### src/rtl/sensor_fifo_pkg.sv
// Shared constants, frame type and width helpers for the sensor frame FIFO.
package sensor_fifo_pkg;
  localparam int N_CH_DEF  = 3;
  localparam int W_DEF     = 12;
  localparam int DEPTH_DEF = 4;
  localparam int DELAY_DEF = 3;
  localparam int HOLD_DEF  = 63;
  localparam int FRAME_W   = N_CH_DEF * W_DEF;

  typedef logic [FRAME_W-1:0] frame_t;

  function automatic int ptr_w(input int depth);
    return (depth > 1) ? $clog2(depth) : 1;
  endfunction

  function automatic int cnt_w(input int depth);
    return $clog2(depth + 1);
  endfunction
endpackage

### src/rtl/sensor_frame_fifo_core.sv
// First-word fall-through frame FIFO; drops the incoming frame when full unless
// a pop happens on the same edge.
module frame_fifo_core
  import sensor_fifo_pkg::*;
#(
  parameter int DW    = FRAME_W,
  parameter int DEPTH = DEPTH_DEF
) (
  input  logic                    CLK,
  input  logic                    RST,
  input  logic                    push,
  input  logic [DW-1:0]           push_data,
  input  logic                    frame_ready,
  output logic                    frame_valid,
  output logic [DW-1:0]           frame_data,
  output logic [cnt_w(DEPTH)-1:0] fill_level,
  output logic                    overflow
);
  localparam int PW = ptr_w(DEPTH);
  localparam int CW = cnt_w(DEPTH);

  logic [DW-1:0] mem [DEPTH];
  logic [PW-1:0] wr_ptr, rd_ptr;
  logic          full, pop, do_push;

  assign frame_valid = (fill_level != '0);
  assign full        = (fill_level == CW'(DEPTH));
  assign pop         = frame_valid & frame_ready;
  // A pop on the same edge frees the slot, so a full FIFO can still accept.
  assign do_push     = push & (~full | pop);
  assign frame_data  = mem[rd_ptr];

  always_ff @(posedge CLK or negedge RST) begin
    if (!RST) begin
      for (int i = 0; i < DEPTH; i++) mem[i] <= '0;
      wr_ptr     <= '0;
      rd_ptr     <= '0;
      fill_level <= '0;
      overflow   <= 1'b0;
    end else begin
      overflow <= push & full & ~pop;
      if (do_push) begin
        mem[wr_ptr] <= push_data;
        wr_ptr      <= wr_ptr + PW'(1);
      end
      if (pop) rd_ptr <= rd_ptr + PW'(1);
      case ({do_push, pop})
        2'b10:   fill_level <= fill_level + CW'(1);
        2'b01:   fill_level <= fill_level - CW'(1);
        default: fill_level <= fill_level;
      endcase
    end
  end
endmodule

### src/rtl/sensor_frame_fifo.sv
// Sensor power-up hold, delayed frame capture and frame FIFO.
// Optional SENSOR_FIFO_STATS_EN adds a saturating overflow counter port.
module sensor_frame_fifo
  import sensor_fifo_pkg::*;
#(
  parameter int N_CH        = N_CH_DEF,
  parameter int W           = W_DEF,
  parameter int DEPTH       = DEPTH_DEF,
  parameter int DELAY       = DELAY_DEF,
  parameter int HOLD_CYCLES = HOLD_DEF
) (
  input  logic                    CLK,
  input  logic                    RST,
  input  logic                    ce,
  input  logic                    round_done,
  input  logic [N_CH*W-1:0]       ch_data,
  output logic                    sensor_rst_n,
  output logic [N_CH*W-1:0]       latest,
  output logic                    frame_valid,
  input  logic                    frame_ready,
  output logic [N_CH*W-1:0]       frame_data,
  output logic [cnt_w(DEPTH)-1:0] fill_level,
  output logic                    overflow
`ifdef SENSOR_FIFO_STATS_EN
  ,output logic [15:0]            ovf_count
`endif
);
  logic [15:0]    hold_cnt, hold_nxt;
  logic [DELAY-1:0] dly;
  logic [DELAY:0]   dly_ext;
  logic           capture;

  assign hold_nxt = hold_cnt + 16'd1;
  // round_done is masked until the sensors are released.
  assign dly_ext  = {dly, round_done & sensor_rst_n};
  assign capture  = ce & dly[DELAY-1];

  always_ff @(posedge CLK or negedge RST) begin
    if (!RST) begin
      hold_cnt     <= '0;
      sensor_rst_n <= 1'b0;
      dly          <= '0;
      latest       <= '0;
    end else if (ce) begin
      if (!sensor_rst_n) begin
        hold_cnt <= hold_nxt;
        if (hold_nxt == 16'(HOLD_CYCLES)) sensor_rst_n <= 1'b1;
      end
      dly <= dly_ext[DELAY-1:0];
      if (capture) latest <= ch_data;
    end
  end

  frame_fifo_core #(.DW(N_CH*W), .DEPTH(DEPTH)) u_fifo (
    .CLK        (CLK),
    .RST        (RST),
    .push       (capture),
    .push_data  (ch_data),
    .frame_ready(frame_ready),
    .frame_valid(frame_valid),
    .frame_data (frame_data),
    .fill_level (fill_level),
    .overflow   (overflow)
  );

`ifdef SENSOR_FIFO_STATS_EN
  always_ff @(posedge CLK or negedge RST) begin
    if (!RST)                             ovf_count <= '0;
    else if (overflow && ovf_count != '1) ovf_count <= ovf_count + 16'd1;
  end
`endif
endmodule

### config.mk
export PLATFORM = sky130hd
export DESIGN_NAME = sensor_frame_fifo
export DESIGN_NICKNAME = d
export VERILOG_FILES = /design/src/rtl/sensor_fifo_pkg.sv /design/src/rtl/sensor_frame_fifo_core.sv /design/src/rtl/sensor_frame_fifo.sv
export SDC_FILE = /design/constraint.sdc
export NUM_CORES = 1
export LEC_CHECK = 0
export ABC_AREA = 1
export CORE_MARGIN = 3
export CORE_UTILIZATION = 55
export DETAILED_ROUTE_END_ITERATION = 7
export PLACE_DENSITY = 0.8
export SETUP_SLACK_MARGIN = 0.5
export SYNTH_ARGS = -nofsm -noshare
export SYNTH_HDL_FRONTEND = slang
export SYNTH_HIERARCHICAL = 1
export SYNTH_SLANG_ARGS = --single-unit
export TNS_END_PERCENT = 20
### constraint.sdc
create_clock -name CLK -period 2.43 [get_ports CLK]
set_input_delay 0.3645 -clock CLK [delete_from_list [all_inputs] [get_ports CLK]]
set_output_delay 0.3645 -clock CLK [all_outputs]
set_load 0.03 [all_outputs]
==> results.md, run 1 <==
* Outcome: completed
* Leak at 5.98 nW
* Site row count at 48
* CP endpoint kind: output pin
* Wire length of the first global-routing pass at 44000 um
* Largest net degree at the start of global routing at 68
* GRT Overall Usage at 0.271
* HP Class: primary input to asynchronous set/reset pin
* Core area at 17400 um2
* Compound-Gate Fraction of Synth Area at 0.144
* Synthesis-to-finish area growth at 25.9%
* HPWL after detailed placement at 16000 um
* Crit path kind: flip-flop to output pin
* Final period util at 0.934
* Worst vdd ir at 0.000850 V
* CTS tree: yes
* Synthesis-stage register bit count at 208
* Cell family with most CP delay: buffers and inverters
* Via count at 9018
* Post-Synthesis Net Count at 1244
* Fraction of synthesized area in multiplexers at 0.00114
* CP max-delay cell: dfrtp_2
* Worst Path Required at 2.07 ns
* Top Ports at 119
* Yosys Warn Count at 6
* Pre-antenna DRT Iters at 6
* Pwr Total at 17.7 mW
* Sequential-to-total area share from yosys stat at 0.529
* Initial Utilization at 0.565
* Post-Synthesis Cells at 1196
* Cells along the critical path: buf_12 > clkbuf_16 > o21ai_0 > o22ai_1 > buf_4
* Global route total overflow at 0
* Worst setup SP type: flip-flop
* Fin Hold WS at 0.428 ns
* Largest incremental delay on the critical path at 0.45 ns
* Antenna diodes at 0
* Final number of hold-violating endpoints at 0
* WL/cell at 18.1 um
* Setup TNS at 0 ns
* Unrepaired setup endpoints after global routing: yes
* TritonCTS Buffers at 22
* Die W at 140 um
* Commonest non-fill, non-tap cell in the layout: nand2_1
* EDFF count, synth at 0
* Final Critical Period at 2.27 ns
* Vias/cell at 5.79
* # setup viols final at 0
* Main combinational cell family by area after synthesis: simple AND/OR/NAND/NOR gates
* Buffers on Ports at 118
* Synthesized area per cell at 8.23 um2
* Commonest cells after routing, fill and taps aside: nand2_1 (458), dfrtp_1 (206), o21ai_1 (113), o21ai_0 (102), nor2_1 (83)
* Max FO, Critical Path at 7
* Layout cell share with drive strength beyond 1 at 0.138
* Clock latency at the later pin of the worst-skew pair at 0.51 ns
* Unique masters post-synth at 36
* Number of global-route vias before repair at 8685
* Primary FF master, synth: dfrtp_1
* Slew Viols, Final at 0
* XOR/XNOR Fraction of Synth Area at 0.00788
* Max Buffers Root-to-Sink at 3
* Initial antenna violation count at 0
* H-tree depth at 1
* Clk pin slew, worst setup/hold paths at 0.06 ns
* DRT Wirelength at 28300 um
* Die area at 19500 um2
* DR DRC count at 0
* Initial DRC count at 977
* GP Congestion at 0.849
* P per Cell Area at 1430 nW/um2
* Total of max-cap violations at 0
* Slew of the pin with the lowest slew margin at 0.584 ns
* Slew HR at 0.610
* Root Buffer: clkbuf_16
* Antenna Violating Nets Remaining at 0
* Post-Syn Area at 9840 um2
* Simple-gate share of the synthesized area at 0.247
* Post-synth ARST share at 1.00
* Worst path arrival time at 1.91 ns
* Post-Synth Adder-Cell Area at 0.00966
* Worst Skew at 0.0119 ns
* Buf+Inv Stages, Crit Path at 3
* Peak Freq at 441 MHz
* Total clock sinks at 208
* Nets at 1365
* Die Span Y at 140 um
==> cells in the mapped netlist (2+ instances only) <==
cell / number / area [um2]
a21oi_1: 3 / 15.0
a31oi_1: 2 / 12.5
buf_2: 18 / 90.1
buf_6: 2 / 22.5
buf_8: 12 / 180
clkbuf_1: 28 / 105
clkbuf_2: 10 / 50.1
clkinv_1: 5 / 18.8
dfrtp_1: 208 / 5200
ha_1: 6 / 75.1
inv_1: 28 / 105
inv_2: 4 / 15.0
nand2_1: 459 / 1720
nand2_2: 2 / 12.5
nand3_1: 18 / 90.1
nand3_4: 2 / 35.0
nand4_1: 6 / 37.5
nor2_1: 91 / 342
nor2_2: 3 / 18.8
nor2_4: 2 / 22.5
nor2_8: 5 / 100
o21ai_0: 132 / 661
o21ai_1: 97 / 485
o22ai_1: 36 / 225
xnor2_1: 2 / 17.5
xor2_1: 5 / 43.8
==> layer usage <==
| layer | GRT usage | wire, um |
|---|---|---|
| met1 | 0.374 | 11400 |
| met2 | 0.448 | 13800 |
| met3 | 0.0402 | 2440 |
| met4 | 0.0841 | 684 |
| met5 | 0 | 0 |
==> layout make-up <==
cell class / instances / area, um2
clock buffers: 30 / 642
multi-input cells: 880 / 4200
repair buffers: 168 / 1830
clock inverters: 10 / 82.6
flip-flops and latches: 208 / 5210
inverters: 37 / 144
fillers: 1325 / 5030
well taps: 225 / 282
==> flip-flops by register name (all words and copies together), names as in the netlist <==
register and flops:
hold_cnt 16, u_fifo/rd_ptr 2, sensor_rst_n 1, u_fifo/overflow 1, u_fifo/fill_level 3, latest 36
dly 3, u_fifo/wr_ptr 2, u_fifo/mem 144
==> through the flow <==
stage / instances / setup WS, ns / util / cell area, um2
floorplan: 1196 / 0.544 / - / 9850
global placement: 1504 / 0.254 / 0.645 / 11200
detailed placement: 1504 / 0.269 / 0.645 / 11200
CTS: 1550 / 0.258 / 0.690 / 12000
global route: 1558 / 0.0950 / 0.711 / 12400
finish: 1558 / 0.160 / 0.711 / 12400
==> path summary, 6_finish.rpt <==
path,from,endpoint,depth (start not counted),slack (ns)
worst max-delay path,u_fifo/rd_ptr[0],frame_data[16],5,0.16
worst min-delay path,RST,latest[26],2,0.43
worst max register to register,u_fifo/wr_ptr[0],u_fifo/mem[50],7,0.43
worst min register to register,u_fifo/mem[77],u_fifo/mem[77],2,0.48
max in group asynchronous,RST,u_fifo/mem[84],3,1.27
min in group CLK,u_fifo/mem[77],u_fifo/mem[77],2,0.48
==> what timing repair did <==
| item | 4_1_cts | 5_1_grt |
|---|---|---|
| gates resized for setup | 220 | 74 |
| hold endpoints to repair | 62 | 0 |
| setup endpoints to repair | 43 | 91 |
| buffers inserted | 2 | 1 |
| pin swaps | 4 | 12 |
| hold buffers | 1 | 0 |
| gates cloned | 3 | 7 |
==> cells by family (layout without fill, tap and decap cells) <==
family	after synthesis	count (layout)
compound gates	272	272
buf+inv	108	245
fa+ha+maj	7	7
simple gates	592	592
mux	1	1
flops	208	208
xor+xnor	8	8
==> power by group <==
group / internal [mW] / total (mW) / switching (mW) / leakage, nW
Clock: 1.96 / 3.35 / 1.39 / 0.354
Sequential: 4.79 / 5.60 / 0.808 / 2.60
Combinational: 3.28 / 8.76 / 5.47 / 3.03
Power figures use the tool's default switching activity.
==> run 2: changes to the inputs <==
--- a/config.mk
+++ b/config.mk
@@ -5,11 +5,11 @@
 export SDC_FILE = /design/constraint.sdc
 export NUM_CORES = 1
 export LEC_CHECK = 0
-export ABC_AREA = 1
+export ABC_AREA = 0
 export CORE_MARGIN = 3
 export CORE_UTILIZATION = 55
 export DETAILED_ROUTE_END_ITERATION = 7
-export PLACE_DENSITY = 0.8
+export PLACE_DENSITY = 0.81
 export SETUP_SLACK_MARGIN = 0.5
 export SYNTH_ARGS = -nofsm -noshare
 export SYNTH_HDL_FRONTEND = slang
==> results.md, run 2 <==
* Synthesis-to-finish area growth at 26.6%
* Max Buffers Root-to-Sink at 3 (unchanged)
* Top-count cell post-synth: dfrtp_1
* Worst setup SP type: flip-flop
* CP startpoint: u_fifo/rd_ptr[0]
* Sequential fraction of design power at 0.404 (+0.088)
* Final number of hold-violating endpoints at 0 (unchanged)
* Reg2reg setup slack at 0.35 ns (-0.08 ns)
* Post-Syn Area at 9110 um2 (-7.4%)
* Slew Viols, Final at 0 (unchanged)
* Register with the most flip-flops: u_fifo/mem
* Post-synth ARST share at 1.00 (unchanged)
* Slew HR at 0.624 (+0.0138)
* Die Span Y at 135 um (-3.6%)
* Final instance area at 11500 um2 (-6.9%)
* Initial Utilization at 0.567 (+0.00238)
* Share of the synthesized area in the top cell type at 0.571 (+0.0424)
* Setup TNS at 0 ns (unchanged)
* EDFF count, synth at 0 (unchanged)
* Leak at 5.43 nW (-9.2%)
* Pwr Total at 10.2 mW (-42%)
* Total of max-cap violations at 0 (unchanged)
* Outcome: completed
* Top cells by count, synth: dfrtp_1 (208), mux2_2 (184), mux4_2 (36), nand2_1 (18), xnor2_1 (13)
* Unique masters post-synth at 42 (+17%)
* Commonest cells after routing, fill and taps aside: dfrtp_1 (204), mux2_2 (184), clkdlybuf4s50_1 (80), mux4_2 (36), clkbuf_16 (24)
* Total clock sinks at 208 (unchanged)
* Site row count at 46 (-4.2%)
* Buffers on Ports at 118 (unchanged)
* CP endpoint kind: output pin
* Largest incremental delay on the critical path at 0.53 ns (+0.08 ns)
* Commonest non-fill, non-tap cell in the layout: dfrtp_1
* DRT Wirelength at 18800 um (-34%)
* Clock latency at the later pin of the worst-skew pair at 0.50 ns (about the same)
* Wire length of the first global-routing pass at 30400 um (-31%)
* Int Pwr at 7.20 mW (-28%)
* Nets at 778 (-43%)
* GRT Overall Usage at 0.209 (-0.0625)
* Largest regs: u_fifo/mem: 144 flops, latest: 36 flops, hold_cnt: 16 flops
* HPWL after detailed placement at 12000 um (-25%)
* Max FO, Critical Path at 8 (+1)
* Antenna Violating Nets Remaining at 0 (unchanged)
* Peak Freq at 434 MHz (-1.4%)
* Core area at 16100 um2 (-7.8%)
* Max FFs per register at 144 (unchanged)
* Pre-antenna DRT Iters at 4 (-2)
* Clk pin slew, worst setup/hold paths at 0.06 ns (about the same)
* Top Ports at 119 (unchanged)
* # setup viols final at 0 (unchanged)
* Dominant cells by area after synthesis: dfrtp_1 (57%), mux2_2 (23%), mux4_2 (8.9%)
* Global route total overflow at 0 (unchanged)
* Total net switching power at 3.03 mW (-61%)
* Synth area leader: dfrtp_1
* Number of global-route vias before repair at 5989 (-31%)
* Worst Path Required at 2.07 ns (about the same)
* HP Class: primary input to asynchronous set/reset pin
* Worst path arrival time at 1.94 ns (+0.03 ns)
* FF-to-FF path depth at 6 (-1)
* Via count at 5408 (-40%)
* Fin Hold WS at 0.445 ns (+0.0164 ns)
* TritonCTS Buffers at 23 (+4.5%)
* Slew of the pin with the lowest slew margin at 0.564 ns (-0.0207 ns)
* Die area at 18100 um2 (-7.1%)
* P per Cell Area at 887 nW/um2 (-38%)
* Antenna diodes at 0 (unchanged)
* Area after DPL at 10700 um2 (-4.4%)
* Worst Skew at 0.0104 ns (-0.00152 ns)
* Power share of the clock group at 0.313 (+0.124)
* Root Buffer: clkbuf_16
* Post-Synthesis Net Count at 627 (-50%)
* Reg-to-reg critical path endpoint: u_fifo/fill_level[1]
* Synthesis-stage register bit count at 208 (unchanged)
* Comb pwr share at 0.282 (-0.213)
* Final period util at 0.948 (+0.0134)
* Cells along the critical path: buf_12 > mux4_2 > clkdlybuf4s15_2
* WL/cell at 19.5 um (+7.7%)
* CTS tree: yes
* H-tree depth at 1 (unchanged)
* Initial antenna violation count at 0 (unchanged)
* Sequential-to-total area share from yosys stat at 0.571 (+0.0424)
* Final Critical Period at 2.30 ns (+0.0326 ns)
* Largest net degree at the start of global routing at 75 (+10%)
* GP Congestion at 0.786 (-7.4%)
* Synthesized area per cell at 15.7 um2 (+91%)
* Primary FF master, synth: dfrtp_1
* Post-Synthesis Cells at 579 (-52%)
* Vias/cell at 5.62 (-2.9%)
* Yosys Warn Count at 6 (unchanged)
* DR DRC count at 0 (unchanged)
* Layout cell share with drive strength beyond 1 at 0.454 (+0.316)
* CP max-delay cell: mux4_2
* RR Startpoint: u_fifo/fill_level[0]
* Unrepaired setup endpoints after global routing: yes
* Worst vdd ir at 0.000654 V (-23%)
* Crit path kind: flip-flop to output pin
* Switch share at 0.296 (-0.137)
* Initial DRC count at 227 (-77%)
* Die W at 135 um (-3.6%)
-- run 2: worst max path at each step --
stage                                       to  depth (start not counted)
final                           frame_data[11]                          3
after floorplan           u_fifo/fill_level[2]                         10
after global placement    u_fifo/fill_level[2]                          8
after detailed placement  u_fifo/fill_level[2]                          8
after CTS                        frame_data[7]                          3
after global routing            frame_data[15]                          4
-- run 2: area by class of cell --
| cell class | count | area [um2] |
|---|---|---|
| multi-input combinational | 334 | 3710 |
| clock buffer | 38 | 682 |
| sequential | 208 | 5210 |
| tap | 216 | 270 |
| inverter | 10 | 42.5 |
| fill | 1003 | 4520 |
| timing repair buffer | 153 | 1600 |
| clock inverter | 3 | 25.0 |
-- run 2: repair_timing --
action | CTS | global route
resized for setup | 110 | 100
buffers inserted | 1 | 8
hold buffers | 1 | 0
endpoints found under the hold margin | 66 | 0
setup endpoints to repair | 44 | 52
gates cloned | 0 | 1
-- run 2: per-stage QoR --
stage	std cells	setup slack (ns)	util
5_1_grt	962	0.0629	0.718
3_3_place_gp	910	0.132	0.668
2_1_floorplan	579	0.307	-
4_1_cts	953	0.0548	0.715
6_report	962	0.127	0.718
3_5_place_dp	910	0.0588	0.668
-- run 2: power by group through the flow --
stage	clock network [mW]	registers, mW	logic, mW
2_1_floorplan	0	4.32	1.47
3_3_place_gp	0	4.16	2.60
3_5_place_dp	0	4.20	2.66
4_1_cts	3.28	4.14	2.65
5_1_grt	3.44	4.18	3.07
6_report	3.21	4.14	2.89
-- run 2: kinds of logic (layout without fill, tap and decap cells) --
kind of cell,count (synthesis),after routing,synth area share
and+or+nand+nor,69,69,0.0423
muxes,221,221,0.318
DFF,208,208,0.571
xor gates and xnor gates,21,21,0.0202
AOI/OAI and AO/OA,16,16,0.0117
adders and majority gates,7,7,0.0104
buffers and inverters,37,204,0.0265
-- run 2: routing by layer --
metal | wire length [um] | vias up | global-route usage
met5 | 0 | - | 0
met4 | 332 | 0 | 0.0566
li1 | - | 2413 | -
met2 | 9470 | 131 | 0.358
met1 | 8030 | 2837 | 0.277
met3 | 959 | 27 | 0.0387
-- run 2: worst max-delay path: cells and delay by family, from the launching register on --
family	cells	cell delay, ns
flops	1	0.43
mux	1	0.53
buf+inv	2	0.47
==> run 3: changes to the inputs <==
--- a/config.mk
+++ b/config.mk
@@ -9,7 +9,8 @@
 export CORE_MARGIN = 3
 export CORE_UTILIZATION = 55
 export DETAILED_ROUTE_END_ITERATION = 7
-export PLACE_DENSITY = 0.81
+export HOLD_SLACK_MARGIN = 0.03
+export PLACE_DENSITY = 0.79
 export SETUP_SLACK_MARGIN = 0.5
 export SYNTH_ARGS = -nofsm -noshare
 export SYNTH_HDL_FRONTEND = slang
==> results.md, run 3 (synthesis gave the netlist of run 2 again) <==
* Total of max-cap violations at 0 (unchanged)
* CP endpoint kind: output pin
* Total clock sinks at 208 (unchanged)
* Slew of the pin with the lowest slew margin at 0.576 ns (+0.0123 ns)
* WL/cell at 20.0 um (+2.3%)
* Largest net degree at the start of global routing at 70 (-6.7%)
* Layout cell share with drive strength beyond 1 at 0.453 (-0.00172)
* Peak Freq at 424 MHz (-2.4%)
* Clk pin slew, worst setup/hold paths at 0.06 ns (about the same)
* Max FFs per register at 144 (unchanged)
* Pre-antenna DRT Iters at 4 (unchanged)
* Antenna diodes at 0 (unchanged)
* Initial DRC count at 223 (-1.8%)
* GR peak layer: met2
* Final core occ at 0.717 (-0.00179)
* CTS tree: yes
* Filler Cell Count at 1020 (+1.7%)
* Clock latency at the later pin of the worst-skew pair at 0.49 ns (about the same)
* P per Cell Area at 898 nW/um2 (+1.3%)
* Leak at 5.43 nW (about the same)
* Commonest cells after routing, fill and taps aside: dfrtp_1 (204), mux2_2 (184), clkdlybuf4s50_1 (80), mux4_2 (36), clkbuf_16 (24)
* Worst Path Required at 2.07 ns (about the same)
* H-tree depth at 1 (unchanged)
* Max Buffers Root-to-Sink at 3 (unchanged)
* Layout Cells excl Fill at 956 (-0.62%)
* GR Util met1 at 0.293 (+0.0169)
* Die Span Y at 135 um (unchanged)
* Die area at 18100 um2 (unchanged)
* HP Class: primary input to asynchronous set/reset pin
* Commonest non-fill, non-tap cell in the layout: dfrtp_1
* Slew HR at 0.616 (-0.00822)
* Setup WS post-layout at 0.0715 ns (-0.0557 ns)
* FF-to-FF path depth at 6 (unchanged)
* Met2 Use GR at 0.372 (+0.0136)
* Reg-to-reg critical path endpoint: u_fifo/fill_level[1]
* Worst vdd ir at 0.000502 V (-23%)
* Dpl cells at 910 (unchanged)
* Slew Viols, Final at 0 (unchanged)
* Global route total overflow at 0 (unchanged)
* TritonCTS Buffers at 22 (-4.3%)
* GRT Overall Usage at 0.214 (+0.00556)
* Max FO, Critical Path at 8 (unchanged)
* Worst setup SP type: flip-flop
* Core area at 16100 um2 (unchanged)
* GP Congestion at 0.840 (+6.9%)
* # setup viols final at 0 (unchanged)
* HPWL after detailed placement at 12300 um (+2.3%)
* Via count at 5406 (-0.037%)
* Register with the most flip-flops: u_fifo/mem
* Top Ports at 119 (unchanged)
* Number of global-route vias before repair at 6000 (+0.18%)
* RR Startpoint: u_fifo/fill_level[0]
* Largest regs: u_fifo/mem: 144 flops, latest: 36 flops, hold_cnt: 16 flops
* Synthesis-to-finish area growth at 26.3%
* Worst Skew at 0.00852 ns (-0.00185 ns)
* Die W at 135 um (unchanged)
* Initial antenna violation count at 0 (unchanged)
* Unrepaired setup endpoints after global routing: yes
* Outcome: completed
* GRT met3 Usage at 0.0309 (-0.00782)
* DR DRC count at 0 (unchanged)
* DRT Wirelength at 19100 um (+1.6%)
* Wire length of the first global-routing pass at 31100 um (+2.4%)
* Reg2reg setup slack at 0.34 ns (about the same)
* Buffers on Ports at 118 (unchanged)
* Site row count at 46 (unchanged)
* Worst path arrival time at 1.99 ns (+0.05 ns)
* Initial Utilization at 0.567 (unchanged)
* Pwr Total at 10.3 mW (+1.0%)
* Setup TNS at 0 ns (unchanged)
* Final period util at 0.971 (+0.0229)
* Vias/cell at 5.65 (+0.59%)
* Final number of hold-violating endpoints at 0 (unchanged)
* Crit path kind: flip-flop to output pin
* Nets at 774 (-0.51%)
* Place WS at 0.0831 ns (+0.0243 ns)
* Final Critical Period at 2.36 ns (+0.0557 ns)
* Antenna Violating Nets Remaining at 0 (unchanged)
* Root Buffer: clkbuf_16
[run 3: changes by cell type in the layout (fill, tap and decap cells not counted), sizes merged, moves of 2 or more]
| cell | previous run | this run |
|---|---|---|
| clkinv | 1 | 3 |
| bufinv | 0 | 2 |
| inv | 12 | 10 |
| buf | 60 | 56 |
| clkbuf | 41 | 35 |
[run 3: metal layers]
metal  wire length (um)  vias up  part of all wire
li1                   -     2406                 -
met1               8320     2875              0.44
met2               9840      106              0.52
met3                706       19             0.037
met4                233        0             0.012
met5                  0        -                 0
[run 3: critical path: stages, from the launching register on]
cell and delay [ns]:
dfrtp_2 0.47, buf_12 0.14, buf_16 0.13, buf_6 0.10, mux4_2 0.50, buf_6 0.16
[run 3: how the worst max path moves through the flow]
stage                     startpoint                    to  slack (ns)  cells past startpoint
CTS                 u_fifo/rd_ptr[0]        frame_data[21]        0.06                      5
global placement                  ce  u_fifo/fill_level[2]        0.14                      8
detailed placement                ce  u_fifo/fill_level[2]        0.08                      8
global route        u_fifo/rd_ptr[0]         frame_data[2]        0.02                      3
floorplan                         ce  u_fifo/fill_level[2]        0.31                     10
finish              u_fifo/rd_ptr[0]        frame_data[21]        0.07                      5
[run 3: report_power, final]
part           internal, mW  switching, mW  total (mW)
clock                  2.03           1.28        3.31
sequential             3.83          0.336        4.16
combinational          1.44           1.41        2.85
[run 3: repair_timing]
action / CTS / global route
gates resized for setup: 156 / 12
hold buffers: 1 / 0
buffers inserted: 3 / 1
gates cloned: 2 / 1
setup endpoints to repair: 42 / 47
hold endpoints to repair: 63 / 0
[run 3: through the flow]
stage	instance area, um2	hold WS [ns]
global placement	10700	0.405
detailed placement	10700	0.410
floorplan	9170	0.0689
finish	11500	0.448
CTS	11500	0.455
global route	11500	0.474
[run 3: area by class of cell]
class                           instances  area [um2]  share of cell area
Sequential cell                       208        5210               0.453
Multi-Input combinational cell        334        3710               0.322
Timing Repair Buffer                  150        1560               0.135
Clock buffer                           33         643              0.0559
Tap cell                              216         270              0.0235
Clock inverter                          5        75.1             0.00652
Inverter                               10        42.5             0.00370
